### config.mk
export PLATFORM = sky130hd
export DESIGN_NAME = fp_mul_stream
export DESIGN_NICKNAME = d
export VERILOG_FILES = /design/src/rtl/fp_mul_stream.sv
export SDC_FILE = /design/constraint.sdc
export NUM_CORES = 1
export LEC_CHECK = 0
export ABC_AREA = 0
export CORE_MARGIN = 2
export CORE_UTILIZATION = 33
export DETAILED_ROUTE_END_ITERATION = 7
export GPL_TIMING_DRIVEN = 0
export PLACE_DENSITY = 0.57
export SLEW_MARGIN = 15
export SYNTH_ARGS = -nofsm -noshare
export SYNTH_HDL_FRONTEND = slang
export SYNTH_SLANG_ARGS = --single-unit
### constraint.sdc
create_clock -name clk -period 4.3 [get_ports clk]
set_input_delay 1.29 -clock clk [delete_from_list [all_inputs] [get_ports clk]]
set_output_delay 1.29 -clock clk [all_outputs]
set_load 0.005 [all_outputs]
### src/rtl/fp_mul_stream.sv
// fp_mul_stream: valid/ready wrapper around a fixed-latency fp_mul with credit-guarded result FIFO.
// Optional tag path enabled by defining FP_MUL_STREAM_TAG_EN.
module fp_mul_stream #(
    parameter int WIDTH      = 16,
    parameter int LATENCY    = 4,
    parameter int FIFO_DEPTH = 8
`ifdef FP_MUL_STREAM_TAG_EN
    ,
    parameter int TAG_W      = 4
`endif
) (
    input  logic             clk,
    input  logic             rst,
    input  logic             in_valid,
    output logic             in_ready,
    input  logic [WIDTH-1:0] in_a,
    input  logic [WIDTH-1:0] in_b,
    input  logic [2:0]       in_rm,
`ifdef FP_MUL_STREAM_TAG_EN
    input  logic [TAG_W-1:0] in_tag,
    output logic [TAG_W-1:0] out_tag,
`endif
    output logic [WIDTH-1:0] mul_a,
    output logic [WIDTH-1:0] mul_b,
    output logic [2:0]       mul_rm,
    input  logic [WIDTH-1:0] mul_result,
    output logic             out_valid,
    input  logic             out_ready,
    output logic [WIDTH-1:0] out_data
);
    localparam int AW = $clog2(FIFO_DEPTH);
    localparam int CW = $clog2(FIFO_DEPTH + 1);

    logic [LATENCY-1:0] vpipe;
    logic [CW-1:0]      occ_q;
    logic [CW-1:0]      cnt_q;
    logic [AW-1:0]      wr_ptr;
    logic [AW-1:0]      rd_ptr;
    logic [WIDTH-1:0]   mem [FIFO_DEPTH];
    logic               issue;
    logic               pop;
    logic               wr;
    logic               empty;
    logic               full;

    // credit check uses only the registered occupancy, so out_ready never reaches in_ready
    assign in_ready  = occ_q < CW'(FIFO_DEPTH);
    assign issue     = in_valid && in_ready;
    assign wr        = vpipe[LATENCY-1];
    assign empty     = cnt_q == '0;
    assign full      = cnt_q == CW'(FIFO_DEPTH);
    assign out_valid = !empty;
    assign pop       = out_valid && out_ready;
    assign out_data  = empty ? '0 : mem[rd_ptr];
    assign mul_a     = in_a;
    assign mul_b     = in_b;
    assign mul_rm    = in_rm;

    always_ff @(posedge clk or posedge rst) begin
        if (rst) begin
            vpipe  <= '0;
            occ_q  <= '0;
            cnt_q  <= '0;
            wr_ptr <= '0;
            rd_ptr <= '0;
        end else begin
            vpipe  <= LATENCY'({vpipe, issue});
            occ_q  <= occ_q + CW'(issue) - CW'(pop);
            cnt_q  <= cnt_q + CW'(wr) - CW'(pop);
            wr_ptr <= wr ? wr_ptr + AW'(1) : wr_ptr;
            rd_ptr <= pop ? rd_ptr + AW'(1) : rd_ptr;
        end
    end

    always_ff @(posedge clk) begin
        if (wr) mem[wr_ptr] <= mul_result;
    end

`ifdef FP_MUL_STREAM_TAG_EN
    logic [TAG_W-1:0] tpipe [LATENCY];
    logic [TAG_W-1:0] tmem  [FIFO_DEPTH];

    assign out_tag = empty ? '0 : tmem[rd_ptr];

    always_ff @(posedge clk) begin
        tpipe[0] <= in_tag;
        for (int i = 1; i < LATENCY; i++) tpipe[i] <= tpipe[i-1];
        if (wr) tmem[wr_ptr] <= tpipe[LATENCY-1];
    end
`endif

    a_no_overflow: assert property (@(posedge clk) disable iff (rst) !(wr && full && !pop));
endmodule
==> results.env, run 1 <==
INITIAL_STANDARD_CELL_UTILIZATION_OF_THE_CORE=0.334
CLOCK_INSERTION_DELAY_WORST_SKEW_PS=420
SWITCHING_POWER_mW=1.37
SYNTH_SEQ_AREA_SHARE=0.720
GLOBALROUTEOVERFLOWTOTAL=0
MAX_SLEW.WORST_PIN.SLEW_PS=730
FINALNONFILLERCELLS=647
CRITICALPATHCATEGORY='flip-flop to output port'
1ST_PASS_ROUTER_ITERATIONS=4
DIE_AREA_SQ_MM=0.0192
YOSYSTOPAREACELLSHARE=0.644
LAYOUT.CORE_UTILIZATION=0.433
ANT_NETS=0
HOLD_PATH_DEPTH=0
CELL_TAKING_THE_MOST_AREA_AFTER_SYNTHESIS='edfxtp_1'
SYNTH.AVG_CELL_AREA_SQ_UM=19.6
HOLDCRITSTARTPOINT='vpipe[0]'
VIASPERCELL=4.67
CTS.HTREE.LEVELS=4
CTS_NUM_SINKS=146
FIN_TNS_SETUP_PS=0
POSTCTS_RESIZE_CNT=0
POWER.SHARE.SWITCHING=0.274
POWER_PER_CELL_AREA_mW_PER_MM2=649
CP.ARRIVAL_PS=2750
VIAS=3023
SYNTH-ASYNC-RESET-RATIO=0.123
FFS_LATCHES_SYNTH=146
CTS_TREE='done'
MOST_COMMON_LIBRARY_CELL_IN_THE_LAYOUT_IGNORING_FILL_AND_TAPS='edfxtp_1'
FIN_CRIT_PS=4040
FMAX_GHz=0.247
DIE-HEIGHT_UM=138
INTPOWER_mW=3.64
SYNTH-WARNING-COUNT=0
IR_WORST_VDD_V=0.000302
LAYOUT_COMMON_CELLS='edfxtp_1 (128), clkdlybuf4s50_1 (72), buf_4 (37)'
MAXSLEWHEADROOM=0.514
GLOBAL_ROUTE_WIRE_LENGTH_BEFORE_REPAIR_UM=18300
POST-ROUTE-WORST-SETUP-SLACK_PS=257
SYNTH_FLOP_CELL='edfxtp_1'
SHARE_SEQ_OF_TOTAL_POWER=0.368
CRIT-REG2REG-LAUNCH='cnt_q[2]'
VIAS_IN_THE_FIRST_GLOBAL_ROUTE=3207
PLACE.PORT_BUFFERS=72
SYN_INST=305
CRITICAL_PATH_REQUIRED_PS=3010
PWR-SHARE-CLK=0.296
CORE_AREA_SQ_MM=0.0178
STATUS='finished, final reports clean'
AREA.GROWTH.SYNTH_TO_FINAL_PCT=29.6
SYNTH_FP_NETS=371
CLOCK_PIN_TRANSITION_ON_THE_WORST_SETUP_AND_HOLD_TIMING_PATHS_PS=60
TIMING.REG2REG.SETUP_SLACK_PS=2000
GRT_MAX_DEGREE=19
FP.DIEW_UM=138
WORST_SETUP_SKEW_AFTER_LAYOUT_PS=6.86
START_KIND='flip-flop'
WORST_HOLD_PATH_TYPE='flip-flop to flip-flop'
INITIAL_DRC_COUNT=184
HOLD_PATH_END='vpipe[1]'
MAX-CAP-VIOLATIONS=0
CTS_POST_SETUP_BUFFERS_INSERTED=0
DP_HPWL_UM=7700
GRTUSAGETOTAL=0.128
WORSTREGTOREGCELLS=10
HOLD_BUFFERS=0
GRT_SETUP_UNREPAIRED='no'
PIN_COUNT=108
ROWS=49
CLOCKROOTBUFFER='clkbuf_16'
CRITPATHMAXFANOUT=10
PRECTSSETUPSLACK_PS=635
PLACE_CONGESTION=0.647
RR_ENDPOINT='occ_q[2]'
CRITPATHCAPTURETYPE='output port'
POST_SYNTHESIS_INSTANCE_AREA_SQ_MM=0.00596
SYNTHDISTINCTLIBCELLS=27
DRT_WL_CELL_UM=17.9
FINAL_MIN_PERIOD_OVER_CLOCK_PERIOD=0.940
GRT_ANTENNA_BEFORE_REPAIR=0
YS_TOP_CELLS_BY_AREA='edfxtp_1 (64%), mux4_2 (12%), dfrtp_1 (7.6%)'
FRACTION_OF_LAYOUT_CELLS_WITH_A_SIZE_SUFFIX_ABOVE_1=0.304
FINALSETUPVIOLCOUNT=0
CTS_BUFFERS=17
FINALNETCOUNT=472
TIMING.FINAL.MAX_SLEW_VIOLATIONS=0
FIN_HOLD_WS_PS=355
FINAL_HOLD_VIOL_COUNT=0
DRC=0
INSERTEDDIODECOUNT=0
SYNTH_ENABLE_FLOP_CELLS=128
MAX-CLOCK-PATH-BUFFERS=2
FILL_CELLS=1567
COMB_POWER_SHARE=0.336
DP.CELLS=616
DETAIL_ROUTE.WIRELENGTH_UM=11600
STATIC-LEAKAGE-POWER_nW=2.74
## Yosys cell counts (2+ instances only)
master      n
dfrtp_1    18
a21oi_1     2
xor2_1      2
buf_4      37
nor2b_1     2
a21o_1      2
nor3_1      2
buf_6       3
nand2b_1    3
xnor2_1     8
or2_2       2
a22o_1     16
fa_1        2
inv_1      11
edfxtp_1  128
nand2_1     4
nor2_1      8
mux2_2      2
buf_2       6
mux4_2     32
ha_1        9
## worst max path at each step
stage                         start  slack, ps      endpoint
after global placement    rd_ptr[1]        690  out_data[13]
after detailed placement  rd_ptr[1]        640  out_data[13]
after global routing      rd_ptr[1]        120  out_data[13]
after CTS                 rd_ptr[1]        180  out_data[13]
after floorplan            cnt_q[2]       1420  out_data[10]
final                     rd_ptr[1]        260  out_data[13]
## routing by layer
layer | track usage | share of wire
met3 | 0.0461 | 0.064
met5 | 0 | 0
met1 | 0.159 | 0.43
met4 | 0.0478 | 0.016
met2 | 0.208 | 0.49
## logic make-up after synthesis
kind of cell    share of synthesized area
simple gates                       0.0203
xor+xnor                           0.0147
compound gates                     0.0277
buf+inv                            0.0654
mux                                 0.126
fa+ha+maj                          0.0256
flops                               0.720
## power by group through the flow
stage | combinational (mW) | sequential [mW] | clock, mW
finish | 1.68 | 1.85 | 1.48
global route | 1.85 | 1.87 | 1.57
CTS | 1.73 | 1.85 | 1.51
detailed placement | 1.72 | 1.87 | 0
global placement | 1.64 | 1.87 | 0
floorplan | 1.03 | 1.85 | 0
## critical path: stages, from the launching register on
cell             delay [ps]
dfrtp_1                 340
buf_1                   290
clkbuf_1                600
mux4_2                  410
a22o_1                  240
clkdlybuf4s50_1         460
## layout make-up
class                           instances  area [sq um]  share of cell area
Multi-Input combinational cell        100          1310               0.169
Sequential cell                       146          4290               0.556
Buffer                                 48           349              0.0452
Tap cell                              229           287              0.0371
Clock buffer                           17           425              0.0551
Inverter                               11          41.3             0.00534
Timing Repair Buffer                   82           856               0.111
Clock inverter                         14           170              0.0220
## state kept, by name, summed over array words and instances, names as in the netlist
name / cells
cnt_q: 4
mem: 128
occ_q: 4
rd_ptr: 3
vpipe: 4
wr_ptr: 3
## through the flow
step | instance area (sq um) | power, mW
2_1_floorplan | 5960 | 2.88
3_3_place_gp | 6970 | 3.50
3_5_place_dp | 7130 | 3.60
4_1_cts | 7730 | 5.09
5_1_grt | 7730 | 5.28
6_report | 7730 | 5.01
Power figures use the tool's default switching activity.
==> run 2, diff against run 1 <==
CORE_UTILIZATION = 40   (was 33)
PLACE_DENSITY = 0.67   (was 0.57)
SKIP_CTS_REPAIR_TIMING = 1   (was default)
SKIP_LAST_GASP = 1   (was default)
==> results.env, run 2 (synthesis results as in run 1) <==
STATUS='finished, final reports clean'
SWITCHING_POWER_mW=1.36
CLOCK_PIN_TRANSITION_ON_THE_WORST_SETUP_AND_HOLD_TIMING_PATHS_PS=60
FINALNONFILLERCELLS=598
MAXSLEWHEADROOM=0.403
START_KIND='flip-flop'
DETAIL_ROUTE.WIRELENGTH_UM=11400
FP.DIEW_UM=126
MOST_COMMON_LIBRARY_CELL_IN_THE_LAYOUT_IGNORING_FILL_AND_TAPS='edfxtp_1'
INITIAL_DRC_COUNT=167
CRITPATHCAPTURETYPE='output port'
SHARE_SEQ_OF_TOTAL_POWER=0.388
VIASPERCELL=5.12
LARGEST_REG_FLOPS=128
POWER.SHARE.SWITCHING=0.285
TIMING.FINAL.MAX_SLEW_VIOLATIONS=0
CTS_NUM_SINKS=146
FIN_TNS_SETUP_PS=0
PLACE.PORT_BUFFERS=72
CRITPATHMAXFANOUT=10
GLOBALROUTEOVERFLOWTOTAL=0
CPPEAKSTAGEDELAY_PS=600
GRT_ANTENNA_BEFORE_REPAIR=0
CRITICALPATHCATEGORY='flip-flop to output port'
DIE-HEIGHT_UM=126
WORST_HOLD_PATH_TYPE='flip-flop to flip-flop'
MAX-CLOCK-PATH-BUFFERS=2
FINALNETCOUNT=470
VIAS=3059
PIN_COUNT=108
DP_HPWL_UM=7620
PLACE_CONGESTION=0.715
ROWS=44
FINAL_MIN_PERIOD_OVER_CLOCK_PERIOD=0.936
MAX_FLOP_REGISTER='mem'
GLOBAL_ROUTE_WIRE_LENGTH_BEFORE_REPAIR_UM=17500
CTS.HTREE.LEVELS=4
CP.BUFFERS_INVERTERS=3
CRITICAL_PATH_REQUIRED_PS=3010
CLOCKROOTBUFFER='clkbuf_16'
INSERTEDDIODECOUNT=0
ANT_NETS=0
WORST_SETUP_SKEW_AFTER_LAYOUT_PS=5.97
INTPOWER_mW=3.40
CORE_AREA_SQ_MM=0.0145
GRTUSAGETOTAL=0.152
VIAS_IN_THE_FIRST_GLOBAL_ROUTE=3144
COMB_POWER_SHARE=0.351
LAYOUT.CORE_UTILIZATION=0.519
1ST_PASS_ROUTER_ITERATIONS=4
GRT_MAX_DEGREE=19
MAX_SLEW.WORST_PIN.SLEW_PS=891
MAX-CAP-VIOLATIONS=0
CRITICAL-PATH-TOP-DELAY-FAMILY='buffers and inverters'
PWR-SHARE-CLK=0.261
WORSTPATHCELLLIST='buf_1, clkbuf_1, mux4_2, a22o_1, clkdlybuf4s50_1'
FINALSETUPVIOLCOUNT=0
POWER_PER_CELL_AREA_mW_PER_MM2=632
FMAX_GHz=0.248
GRT_SETUP_UNREPAIRED='no'
DRC=0
CP.ARRIVAL_PS=2730
TOTAL_POWER_mW=4.76
FIN_HOLD_WS_PS=342
CP_SLOWEST_CELL='clkbuf_1'
STATIC-LEAKAGE-POWER_nW=2.67
DIE_AREA_SQ_MM=0.0159
FRACTION_OF_LAYOUT_CELLS_WITH_A_SIZE_SUFFIX_ABOVE_1=0.304
CTS_BUFFERS=17
DRT_WL_CELL_UM=19.1
AREA.GROWTH.SYNTH_TO_FINAL_PCT=26.4
FIN_CRIT_PS=4020
CLOCK_INSERTION_DELAY_WORST_SKEW_PS=410
FINAL_HOLD_VIOL_COUNT=0
CTS_TREE='done'
LAYOUT_COMMON_CELLS='edfxtp_1 (128), clkdlybuf4s50_1 (72), buf_4 (39)'
DP.CELLS=569
INITIAL_STANDARD_CELL_UTILIZATION_OF_THE_CORE=0.410
IR_WORST_VDD_V=0.000406
==> run 2: area by class of cell <==
cell class / count / area [sq um]
Inverter: 11 / 41.3
Clock buffer: 18 / 429
Sequential cell: 146 / 4290
Fill cell: 1163 / 7000
Tap cell: 184 / 230
Clock inverter: 11 / 70.1
Timing Repair Buffer: 80 / 818
Buffer: 48 / 349
Multi-Input combinational cell: 100 / 1310
==> run 2: path summary, 6_finish.rpt <==
| check | start | end | slack, ps | cells past startpoint |
|---|---|---|---|---|
| max | rd_ptr[1] | out_data[13] | 280 | 5 |
| min | vpipe[2] | vpipe[3] | 340 | 0 |
| max reg2reg | cnt_q[2] | occ_q[2] | 1950 | 10 |
| min reg2reg | vpipe[2] | vpipe[3] | 340 | 0 |
| max in group asynchronous | rst | wr_ptr[0] | 2580 | 2 |
| min in group asynchronous | rst | rd_ptr[1] | 1280 | 2 |
==> run 2: layer usage <==
| metal | track usage | up-vias | routed length (um) |
|---|---|---|---|
| li1 | - | 1356 | - |
| met1 | 0.197 | 1548 | 4610 |
| met2 | 0.240 | 144 | 5620 |
| met3 | 0.0531 | 11 | 1080 |
| met4 | 0.0549 | 0 | 114 |
| met5 | 0 | - | 0 |
==> run 2: metrics by stage <==
stage	instance area [sq um]	setup WS (ps)
5_1_grt	7540	141
6_report	7540	276
2_1_floorplan	5960	1420
4_1_cts	7540	243
3_5_place_dp	7040	727
3_3_place_gp	6920	727
==> run 2: power by group through the flow <==
stage | Sequential (mW) | Combinational [mW] | Clock [mW]
6_report | 1.85 | 1.67 | 1.24
5_1_grt | 1.87 | 1.82 | 1.34
4_1_cts | 1.85 | 1.72 | 1.27
3_5_place_dp | 1.88 | 1.70 | 0
3_3_place_gp | 1.87 | 1.62 | 0
2_1_floorplan | 1.85 | 1.03 | 0
==> run 3, diff against run 2 <==
REMOVE_ABC_BUFFERS = 1   (was default)
==> results.env, run 3 (synthesis results as in run 1) <==
STATUS='finished, final reports clean'
INSERTEDDIODECOUNT=0
CLOCK_INSERTION_DELAY_WORST_SKEW_PS=420
HOLD_PATH_END='vpipe[1]'
FINAL_HOLD_VIOL_COUNT=0
FINALSETUPVIOLCOUNT=0
START_KIND='flip-flop'
LARGEST_REG_FLOPS=128
AREA.GROWTH.SYNTH_TO_FINAL_PCT=17.4
LAYOUT.CORE_UTILIZATION=0.482
TIMING.FINAL.MAX_SLEW_VIOLATIONS=0
CRITPATHCAPTURETYPE='output port'
ROWS=44
FP.DIEW_UM=126
1ST_PASS_ROUTER_ITERATIONS=4
INITIAL_STANDARD_CELL_UTILIZATION_OF_THE_CORE=0.410
MAX-CAP-VIOLATIONS=0
FIN_CRIT_PS=3930
MAX_SLEW.WORST_PIN.SLEW_PS=694
ANT_NETS=0
FMAX_GHz=0.254
GRT_SETUP_UNREPAIRED='no'
CRITPATHMAXFANOUT=10
GLOBAL_ROUTE_WIRE_LENGTH_BEFORE_REPAIR_UM=17600
CRITICALPATHCATEGORY='flip-flop to output port'
RR_ENDPOINT='occ_q[2]'
GRT_MAX_DEGREE=35
WORSTREGTOREGCELLS=9
PIN_COUNT=108
MAX_FLOP_REGISTER='mem'
HOLD_PATH_DEPTH=0
PLACE_CONGESTION=0.704
PLACE.PORT_BUFFERS=37
MAXSLEWHEADROOM=0.537
FILL_CELLS=1212
POWER_PER_CELL_AREA_mW_PER_MM2=691
CLOCK_PIN_TRANSITION_ON_THE_WORST_SETUP_AND_HOLD_TIMING_PATHS_PS=60
CTS_NUM_SINKS=146
VIASPERCELL=5.25
CORE_AREA_SQ_MM=0.0145
STARTPOINT_OF_THE_MOST_CRITICAL_SETUP_PATH='cnt_q[2]'
MOST_COMMON_LIBRARY_CELL_IN_THE_LAYOUT_IGNORING_FILL_AND_TAPS='edfxtp_1'
DIE-HEIGHT_UM=126
MAX-CLOCK-PATH-BUFFERS=2
FINALNETCOUNT=391
CP.ARRIVAL_PS=2640
INITIAL_DRC_COUNT=257
CTS.HTREE.LEVELS=4
LAYOUT_COMMON_CELLS='edfxtp_1 (128), clkdlybuf4s50_1 (37), mux4_2 (32)'
CRIT-REG2REG-LAUNCH='cnt_q[2]'
GLOBALROUTEOVERFLOWTOTAL=0
WORST_SETUP_SKEW_AFTER_LAYOUT_PS=14.0
CTS_BUFFERS=17
VIAS_IN_THE_FIRST_GLOBAL_ROUTE=2897
FINAL_MIN_PERIOD_OVER_CLOCK_PERIOD=0.915
DRT_WL_CELL_UM=22.0
DETAIL_ROUTE.WIRELENGTH_UM=11500
CTS_TREE='done'
FRACTION_OF_LAYOUT_CELLS_WITH_A_SIZE_SUFFIX_ABOVE_1=0.261
TIMING.REG2REG.SETUP_SLACK_PS=1950
DIE_AREA_SQ_MM=0.0159
FIN_TNS_SETUP_PS=0
DRC=0
HOLDCRITSTARTPOINT='vpipe[0]'
VIAS=2736
GRTUSAGETOTAL=0.156
IR_WORST_VDD_V=0.000360
GRT_ANTENNA_BEFORE_REPAIR=0
WORST_HOLD_PATH_TYPE='flip-flop to flip-flop'
CLOCKROOTBUFFER='clkbuf_16'
DP_HPWL_UM=7560
STATIC-LEAKAGE-POWER_nW=2.39
CRITICAL_PATH_REQUIRED_PS=3010
-- run 3: cell count changes in the layout (fill, tap and decap cells not counted), sizes merged --
cell           delta
buf              -43
inv               +3
clkbuf            -1
clkinvlp          -2
clkinv            -2
clkdlybuf4s50    -35
bufinv            +3
-- run 3: layer usage --
| layer | GRT usage | wire length [um] | vias up |
|---|---|---|---|
| met5 | 0.0341 | 78 | - |
| met4 | 0.0562 | 152 | 4 |
| met3 | 0.0824 | 1080 | 15 |
| met2 | 0.215 | 5230 | 113 |
| met1 | 0.208 | 4920 | 1406 |
| li1 | - | - | 1198 |
-- run 3: worst max-delay path, cell delays in order, from the launching register on --
cell,delay [ps]
dfrtp_1,320
inv_1,50
ha_1,180
or3b_1,270
nor2b_2,510
buf_8,220
a22o_1,170
clkdlybuf4s50_1,510
-- run 3: metrics by stage --
stage,setup slack (ps),cell area (sq um),hold slack (ps),cells,power (mW)
6_report,365,7000,349,521,4.84
5_1_grt,235,7000,355,521,5.10
4_1_cts,310,7000,351,521,4.92
3_5_place_dp,770,6410,337,490,3.45
3_3_place_gp,-349,6220,334,478,3.34
2_1_floorplan,700,5620,331,257,2.78
-- run 3: worst max-delay path by stage --
| stage | slack (ps) | endpoint | cells past startpoint |
|---|---|---|---|
| floorplan | 700 | out_data[0] | 2 |
| global placement | -350 | out_data[9] | 3 |
| detailed placement | 770 | out_data[3] | 3 |
| CTS | 310 | out_data[9] | 3 |
| global route | 240 | out_data[9] | 3 |
| finish | 370 | out_data[3] | 7 |
-- run 3: layout make-up --
class,count,area (sq um),area share
well taps,184,230,0.0329
multi-input cells,100,1310,0.187
clock buffers,18,429,0.0613
inverters,11,41.3,0.00590
clock inverters,13,160,0.0229
flip-flops and latches,146,4300,0.614
repair buffers,49,533,0.0761
-- run 3: report_power, final --
group / switching (mW) / internal (mW)
Sequential: 0.208 / 1.76
Clock: 0.553 / 0.908
Combinational: 0.562 / 0.853
